==> src/rtl/keypad_editor_pkg.sv <==
// keypad_editor_pkg: shared state encoding, key-width helper and "no key" sentinel
package keypad_editor_pkg;
    typedef enum logic [1:0] {
        SEL_CELL  = 2'd0,
        SEL_COLOR = 2'd1,
        COMMIT    = 2'd2
    } state_e;
    localparam logic [31:0] KEY_NONE = '1;
    function automatic int key_w(input int rows, input int cols);
        return (rows * cols > 1) ? $clog2(rows * cols) : 1;
    endfunction
endpackage

==> src/rtl/keypad_scanner.sv <==
// keypad_scanner: column scan, per-frame lowest-key detect and press/release debounce
module keypad_scanner import keypad_editor_pkg::*; #(
    parameter int N_ROWS         = 4,
    parameter int N_COLS         = 4,
    parameter int SCAN_DIV       = 50000,
    parameter int DEBOUNCE_SCANS = 4,
    localparam int KW            = key_w(N_ROWS, N_COLS)
) (
    input  logic              clk,
    input  logic              rst,
    input  logic [N_ROWS-1:0] fila,
    output logic [N_COLS-1:0] col,
    output logic [KW-1:0]     key_code,
    output logic              key_valid
);
    localparam int DW = (SCAN_DIV > 1) ? $clog2(SCAN_DIV) : 1;
    localparam int CIW = (N_COLS > 1) ? $clog2(N_COLS) : 1;
    localparam int CW = $clog2(DEBOUNCE_SCANS + 1);
    localparam logic [KW:0] NONE = KEY_NONE[KW:0];
    logic [DW-1:0]  div_q, div_d;
    logic [CIW-1:0] col_idx_q, col_idx_d;
    logic [KW:0]    best_q, best_d, prev_q, prev_d, cand, low;
    logic [CW-1:0]  cnt_q, cnt_d, cnt_n;
    logic           pressed_q, pressed_d;
    logic [KW-1:0]  key_code_q, key_code_d;
    logic           key_valid_q, key_valid_d;
    logic           last, frame_end, hit, done, accept;
    always_comb begin
        cand = NONE;
        for (int r = N_ROWS - 1; r >= 0; r--)
            if (!fila[r]) cand = {1'b0, KW'(r * N_COLS + int'(col_idx_q))};
        low = (cand < best_q) ? cand : best_q;
        last = div_q == DW'(SCAN_DIV - 1);
        frame_end = last && col_idx_q == CIW'(N_COLS - 1);
        div_d = last ? '0 : div_q + 1'b1;
        col_idx_d = !last ? col_idx_q : (frame_end ? '0 : col_idx_q + 1'b1);
        best_d = !last ? best_q : (frame_end ? NONE : low);
        // while pressed we count release frames, otherwise frames repeating one code
        hit = pressed_q ? (low == NONE) : (low != NONE);
        cnt_n = !hit ? '0 : ((pressed_q || low == prev_q) ? cnt_q + 1'b1 : CW'(1));
        done = cnt_n == CW'(DEBOUNCE_SCANS);
        accept = frame_end && done && !pressed_q;
        cnt_d = !frame_end ? cnt_q : (done ? '0 : cnt_n);
        pressed_d = (frame_end && done) ? !pressed_q : pressed_q;
        prev_d = frame_end ? low : prev_q;
        key_code_d = accept ? low[KW-1:0] : key_code_q;
        key_valid_d = accept;
    end
    always_ff @(posedge clk) begin
        if (!rst) begin
            div_q       <= '0;
            col_idx_q   <= '0;
            best_q      <= NONE;
            prev_q      <= NONE;
            cnt_q       <= '0;
            pressed_q   <= 1'b0;
            key_code_q  <= '0;
            key_valid_q <= 1'b0;
        end else begin
            div_q       <= div_d;
            col_idx_q   <= col_idx_d;
            best_q      <= best_d;
            prev_q      <= prev_d;
            cnt_q       <= cnt_d;
            pressed_q   <= pressed_d;
            key_code_q  <= key_code_d;
            key_valid_q <= key_valid_d;
        end
    end
    assign col       = ~(N_COLS'(1) << col_idx_q);
    assign key_code  = key_code_q;
    assign key_valid = key_valid_q;
endmodule

==> src/rtl/keypad_cell_editor.sv <==
// keypad_cell_editor: keypad-driven select-cell/select-colour editor issuing single-cycle bank writes
module keypad_cell_editor import keypad_editor_pkg::*; #(
    parameter int N_ROWS         = 4,
    parameter int N_COLS         = 4,
    parameter int SCAN_DIV       = 50000,
    parameter int DEBOUNCE_SCANS = 4,
    parameter int ADDR_W         = 4,
    parameter int DATA_W         = 3,
    parameter int CANCEL_KEY     = 15,
    localparam int KW            = key_w(N_ROWS, N_COLS)
) (
    input  logic              clk,
    input  logic              rst,
    input  logic [N_ROWS-1:0] fila,
    output logic [N_COLS-1:0] col,
    output logic [KW-1:0]     key_code,
    output logic              key_valid,
    output logic              wr_en,
    output logic [ADDR_W-1:0] wr_addr,
    output logic [DATA_W-1:0] wr_data,
    output logic [ADDR_W-1:0] cur_addr,
    output logic              busy
);
    state_e            state_q, state_d;
    logic [ADDR_W-1:0] cur_addr_q, cur_addr_d, wr_addr_q, wr_addr_d;
    logic [DATA_W-1:0] wr_data_q, wr_data_d;
    logic              wr_en_q, wr_en_d;
    logic              is_cancel, color_ok;
    keypad_scanner #(
        .N_ROWS(N_ROWS),
        .N_COLS(N_COLS),
        .SCAN_DIV(SCAN_DIV),
        .DEBOUNCE_SCANS(DEBOUNCE_SCANS)
    ) u_scanner (
        .clk(clk),
        .rst(rst),
        .fila(fila),
        .col(col),
        .key_code(key_code),
        .key_valid(key_valid)
    );
    always_comb begin
        is_cancel = key_code == KW'(CANCEL_KEY);
        color_ok = (key_code >> DATA_W) == '0;
        state_d = state_q;
        cur_addr_d = cur_addr_q;
        wr_addr_d = wr_addr_q;
        wr_data_d = wr_data_q;
        wr_en_d = state_q == COMMIT;
        if (state_q == COMMIT) begin
            state_d = SEL_CELL;
        end else if (key_valid && state_q == SEL_CELL && !is_cancel) begin
            cur_addr_d = ADDR_W'(key_code);
            state_d = SEL_COLOR;
        end else if (key_valid && state_q == SEL_COLOR) begin
            if (is_cancel) begin
                state_d = SEL_CELL;
            end else if (color_ok) begin
                wr_addr_d = cur_addr_q;
                wr_data_d = DATA_W'(key_code);
                state_d = COMMIT;
            end
        end
    end
    always_ff @(posedge clk) begin
        if (!rst) begin
            state_q    <= SEL_CELL;
            cur_addr_q <= '0;
            wr_addr_q  <= '0;
            wr_data_q  <= '0;
            wr_en_q    <= 1'b0;
        end else begin
            state_q    <= state_d;
            cur_addr_q <= cur_addr_d;
            wr_addr_q  <= wr_addr_d;
            wr_data_q  <= wr_data_d;
            wr_en_q    <= wr_en_d;
        end
    end
    assign wr_en    = wr_en_q;
    assign wr_addr  = wr_addr_q;
    assign wr_data  = wr_data_q;
    assign cur_addr = cur_addr_q;
    assign busy     = state_q == SEL_COLOR;
endmodule

==> config.mk <==
export PLATFORM = sky130hd
export DESIGN_NAME = keypad_cell_editor
export DESIGN_NICKNAME = d
export VERILOG_FILES = /design/src/rtl/keypad_editor_pkg.sv /design/src/rtl/keypad_scanner.sv /design/src/rtl/keypad_cell_editor.sv
export SDC_FILE = /design/constraint.sdc
export NUM_CORES = 1
export LEC_CHECK = 0
export ABC_AREA = 1
export BUFFER_PORTS_ARGS = -buffer_cell sky130_fd_sc_hd__buf_2
export CAP_MARGIN = 10
export CORE_MARGIN = 10
export CORE_UTILIZATION = 53
export CTS_CLUSTER_DIAMETER = 60
export DETAILED_ROUTE_END_ITERATION = 10
export GPL_TIMING_DRIVEN = 1
export HOLD_SLACK_MARGIN = 0.06
export PLACE_DENSITY = 0.76
export SLEW_MARGIN = 0
export SYNTH_ARGS = -nofsm -noshare
export SYNTH_HDL_FRONTEND = slang
export SYNTH_SLANG_ARGS = --single-unit
==> constraint.sdc <==
create_clock -name clk -period 2.2 [get_ports clk]
set_input_delay 0.11 -clock clk [delete_from_list [all_inputs] [get_ports clk]]
set_output_delay 0.11 -clock clk [all_outputs]
set_load 0.05 [all_outputs]
---- Word level (Yosys, flattened, before mapping) ----
Cells that the tools add are included.
W data, S select, Z words.
storage, ports and cells
  output and inout port bits .............. 22
  bits of input ports ..................... 6
  flip-flop bits (word level) ............. 51
  logic and storage cells ................. 72
operators by class
  multiplexer cells ....................... 15
  shift operators ......................... 1
  reduce and logical (&&, ||, !) cells .... 21
  order comparisons ....................... 1
  equal/unequal tests ..................... 9
  bitwise operators ....................... 5
  add/subtract/negate cells ............... 6
operators by type and width
  kind                     count
  $mux W5                  6
  $add A16 B1 Y16 const B  1
  $eq A16 B16 Y1 const B   1
  $mux W3                  3
  $add A4 B2 Y4 const A    2
  $logic_and A1 B1 Y1      6
  $mux W2                  3
  $reduce_and A2 Y1        3
  $eq A5 B5 Y1             1
  $eq A5 B5 Y1 const B     1
  $lt A5 B5 Y1             1
  $ne A5 B5 Y1 const B     1
  $reduce_and A5 Y1        1
  $add A3 B2 Y4 const A    1
  $eq A2 B2 Y1 const B     2
  $eq A4 B4 Y1 const B     1
  $logic_not A4 Y1         1
  $not A1 Y1               4
  $not A4 Y4               1
  $reduce_bool A2 Y1       2
  $reduce_or A2 Y1         2
  $shl A1 B2 Y4 const A    1
  $add A3 B1 Y3 const B    1
  $eq A3 B3 Y1 const B     1
  other kinds (8)          11

---- Logic depth before layout (Yosys ltp) ----
  depth after elaboration ................. 14
  depth in mapped cells ................... 22
  depth with buffers taken out ............ 22

---- Hierarchy ----
Synthesis repeated with hierarchy kept, for this count alone.
second synthesis, totals
  cell total of the unflattened synthesis .. 394
  area, all modules ....................... 2735.1 µm²
by module, submodules not included
  module              instances  area each (µm²)  cells each  sequential area each (µm²)
  keypad_scanner      1          2139.6           304         740.7
  keypad_cell_editor  1          595.6            90          280.3

---- Worst setup path before layout ----
OpenSTA, ideal clock, no wires.
  path type ............................... reg-to-reg
  start ................................... register u_scanner.best_q[4]
  end ..................................... register u_scanner.key_code_q[0], in the netlist u_scanner.key_code[0]
  buffers on the path ..................... 0
  cell stages (with the launch flop) ...... 18
  arrival time ............................ 2.147 ns
  setup slack ............................. -0.061 ns
  setup time .............................. 0.114 ns
  period minus slack after synthesis ...... 2.261 ns
  data required time ...................... 2.086 ns
  path through ............................ dfxtp_1 inv_1 ha_1 a21o_1 nor2_8 nand2_4 nand2_4 nand2_2 inv_2 nand2_2 o21ai_4 nand2_2 inv_2 nand2_1 nor2_1 nand4_1 nor2_1 nor2_1
on the way
  longest elaborated chain between the ends .. 9
  elaborated cells on any way between the ends .. 12
  those cells by class .................... 1 x order compare; 4 x eq/ne; 4 x mux; 3 x reduce/logical
ends and longest elaborated chain
  what                               line                  source
  start, declared                    keypad_scanner.sv:22  logic [KW:0] best_q, best_d, prev_q, prev_d, cand, low;
  start signal, assigned             keypad_scanner.sv:62  best_q <= best_d;
  $lt A5 B5 Y1                       keypad_scanner.sv:32  low = (cand < best_q) ? cand : best_q;
  $mux W5 (*)                        keypad_scanner.sv:32
  $eq A5 B5 Y1                       keypad_scanner.sv:40  cnt_n = !hit ? '0 : ((pressed_q || low == prev_q) ? cnt_q + 1'b1 : CW'(1));
  $logic_or A1 B1 Y1                 keypad_scanner.sv:40
  $mux W3 (2 in series)              keypad_scanner.sv:40
  $eq A3 B3 Y1                       keypad_scanner.sv:41  done = cnt_n == CW'(DEBOUNCE_SCANS);
  $logic_and A1 B1 Y1 (2 in series)  keypad_scanner.sv:42  accept = frame_end && done && !pressed_q;
  end signal, assigned               keypad_scanner.sv:66  key_code_q <= key_code_d;
  end, declared                      keypad_scanner.sv:25  logic [KW-1:0] key_code_q, key_code_d;
Mark *: on every way between the ends. The rest lies on a longest branch, timed or not.
A chain may end at the register's enable or synchronous reset.

---- Worst setup path after layout ----
Ends and elaborated chain as after synthesis.

==> reports/metrics.cfg <==
[worst_setup_path]
r2r_slack_ps = -220
regToRegEndpoint = u_scanner.key_code[0]
cp_data_arrival_time_ps = 2640
crit_buf_inv = 2
path_class = reg -> reg
reg2reg_depth = 17
r2r_start = u_scanner.best_q[4]
path_cells = inv_2 -> ha_4 -> a21o_4 -> nor2_8 -> nand2_8 -> nand2_4 -> nand2_4 -> inv_4 -> nand2_4 -> nor2_2 -> nand2_2 -> nand2_2 -> nor2_2 -> nand2_2 -> nand4_1 -> nor2_1 -> nor2_1
critPathMaxStageDelay_ps = 340
start_kind = flip-flop
cp_top_family = simple AND/OR/NAND/NOR gates
crit_slowest_cell = dfxtp_2
cp.required_ps = 2410
crit_path_max_fanout = 8
end_kind = flip-flop

[timing]
fin_crit_ps = 2424
slew_viol_final = 0
setup_viol = 7
hold_viol_final = 0
worst_slack_ps = -223.7
tightest_slew_ps = 392.8
rsz0062_at_grt = yes
fin_crit_sh_pct = 110.2
max_freq_ghz = 0.4126
fin_skew_ps = 9.393
relSlewSlack_pct = 73.78

[min_path]
hold_path_class = in -> reg
hold_depth = 3
hp-start = rst
hold-path-endpoint = u_scanner.key_code[2]

[clocking]
cts_tree = built
clk_pin_slew_ps = 100
htree_levels = 2
clock_tree.buffer_depth = 2
numCtsBuffers = 5
cts_hold_buf = 0
cts_root_buf = clkbuf_8
clkSinkCount = 51
clkLatencyLatePin_ps = 310

[die]
initial_core_util_pct = 55.79
dieArea_um2 = 8319
die_y_um = 91.21
fp-row-count = 25
io_pins = 28
fp.dieW_um = 91.21
coreArea_um2 = 4817

[finish]
fill_cells = 393
insertedDiodeCount = 0
multiInputGateArea_um2 = 1639
fin_nets = 439
area_growth_pct = 31.05
fin_cells = 491
regArea_um2 = 1028
drive_gt1_share_pct = 37.26

[power]
p_comb_share_pct = 8.8
peakVddDrop_v = 0.0004607
power.share.clock_pct = 38.1
power.total_uw = 1758
p_int_uw = 1335
power_frac_seq_pct = 53.1
powerDensity_nw_per_um2 = 499.2
p_leak_uw = 0.001593
p_switching_uw = 422.7
swShare_pct = 24.04

[grt]
grt_max_degree = 20
grt.overflow.total = 0
grt_usage_pct = 14.86
grt_first_pass_wirelength_um = 10720
grt_pass1_vias = 2431
antenna_found_initial = 0

[drt]
drtIter0Drc = 116
first_pass_iters = 4
ant_nets = 0
viasPerCell = 4.957
wire_per_inst_um = 12.57
vias = 2434
routed_wl_um = 6173
drc = 0

[synthesis]
synthesis.instances = 358
ys_seq_area_share_pct = 37.99
synth.area.top_cells = dfxtp_1 (38%), nand2_1 (7.4%), inv_1 (7.3%)
yosys_register_bits = 51
syn_area_um2 = 2688
syn-mean-instance-area_um2 = 7.507
postSynthNetCount = 374
synth.distinct_cells = 42
yosysTopAreaCellShare_pct = 37.99
yosysTopAreaCell = dfxtp_1
yosysWarnings = 0

[run_status]
violations = setup timing
status = finished, violations left

[place]
gp_congestion = 0.8676
hpwlAfterDp_um = 4770
dp.cells = 478
port_buffers = 27

[run]
drv_cap = 0

## what timing repair did
item                       in CTS  in global routing
setup buffers                   3                  2
gates resized for setup        11                 21
pin swaps                      17                 21
setup endpoints to repair       8                 17
## how the worst max path moves through the flow
stage / depth (start not counted) / endpoint / slack [ps] / from
3_5_place_dp: 19 / u_scanner.key_code[3] / -340 / fila[1]
5_1_grt: 17 / u_scanner.key_code[3] / -420 / u_scanner.best_q[4]
2_1_floorplan: 17 / u_scanner.key_code[0] / -1 / u_scanner.best_q[4]
6_report: 17 / u_scanner.key_code[0] / -220 / u_scanner.best_q[4]
3_3_place_gp: 19 / u_scanner.key_code[0] / -240 / fila[1]
4_1_cts: 17 / u_scanner.key_code[3] / -200 / u_scanner.best_q[4]
## metal layers
layer  GRT usage [%]  vias up  routed length (µm)  share of wire, %
met5               0        -                   0                 0
met4           3.525        0                  62               1.0
met3           2.963        7                 222               3.6
met2           26.67       36                3100                50
met1           17.65     1104                2788                45
li1                -     1287                   -                 -
## synthesized netlist by cell type
| master | n |
|---|---|
| nand3_4 | 2 |
| nor3_1 | 4 |
| nand2_2 | 16 |
| a21o_1 | 1 |
| o211a_1 | 1 |
| nor2_1 | 44 |
| buf_2 | 3 |
| nor2_4 | 1 |
| nand2_4 | 5 |
| a21oi_1 | 29 |
| nand3_1 | 21 |
| or4_1 | 1 |
| a21oi_4 | 1 |
| a211oi_1 | 3 |
| xnor2_1 | 1 |
| o21ai_0 | 18 |
| o22ai_1 | 1 |
| nand4_4 | 1 |
| and3_1 | 1 |
| nor4_1 | 2 |
| nand3b_4 | 1 |
| nor2_2 | 5 |
| clkbuf_1 | 3 |
| nor3b_1 | 3 |
| inv_2 | 3 |
| clkinv_2 | 1 |
| ha_1 | 10 |
| o32ai_1 | 1 |
| inv_1 | 52 |
| nand2_1 | 53 |
| inv_4 | 1 |
| o211ai_1 | 1 |
| nand3b_1 | 1 |
| nand3_2 | 1 |
| o21ai_4 | 1 |
| nor2_8 | 1 |
| xor2_1 | 4 |
| o31ai_1 | 1 |
| nor4_4 | 1 |
| dfxtp_1 | 51 |
| nand4_1 | 5 |
| or2_2 | 2 |
## state kept, by name (all words and copies together) (netlist names), 2 cells and up
name,flops
cur_addr,4
state_q,2
u_scanner.best_q,5
u_scanner.cnt_q,3
u_scanner.col_idx_q,2
u_scanner.div_q,16
u_scanner.key_code,4
u_scanner.prev_q,5
wr_addr,4
wr_data,3
## cell usage in the layout, fill, tap and decap left out, types with 4 or more instances in the layout
master     n
nor2_2     8
nor2_1    39
ha_1       5
xor2_1     4
ha_4       4
buf_4     34
o21ai_0   18
nand4_1    5
nand2_1   40
inv_2      6
a21oi_1   27
nand2_4   13
inv_1     47
buf_2     27
nand3_2    5
nand2_2   20
clkbuf_8   5
dfxtp_2    6
dfxtp_1   45
nand3_1   16
nor3_1     4
## area by class of cell
type	count	share of cell area, %
multi-input cells	244	46.54
flip-flops and latches	51	29.20
repair buffers	64	12.29
inverters	57	6.323
well taps	67	2.380
clock buffers	5	1.954
clock inverters	3	1.314
## logic make-up after synthesis
kind of cell	after synthesis	synth area share, %
buf+inv	63	9.078
fa+ha+maj	10	4.655
compound gates	58	12.57
xor+xnor	5	1.629
simple gates	171	34.08
flops	51	37.99
## worst min-delay path: stages
cell     delay (ps)
buf_2           210
nand2_1         100
nor2_1           40
## metrics by stage
stage	util (%)	setup TNS [ps]	hold WS (ps)	cell area (µm²)	setup slack [ps]
4_1_cts	71.32	-1074	175.7	3436	-202.8
5_1_grt	73.12	-2804	204.1	3522	-419.9
6_report	73.12	-1305	181.6	3522	-223.7
2_1_floorplan	-	-1.342	430.3	2818	-1.342
3_3_place_gp	67.74	-1197	455.5	3263	-235.3
3_5_place_dp	67.74	-1910	463.3	3263	-335.0
## power by group through the flow
stage / combinational [µW] / clock (µW) / sequential [µW]
after floorplan: 87.4 / 0 / 955
after global placement: 143 / 0 / 954
after detailed placement: 147 / 0 / 954
after CTS: 152 / 682 / 932
after global routing: 170 / 711 / 934
final: 154 / 671 / 933
Note: power is estimated with default switching activity, not from simulation.
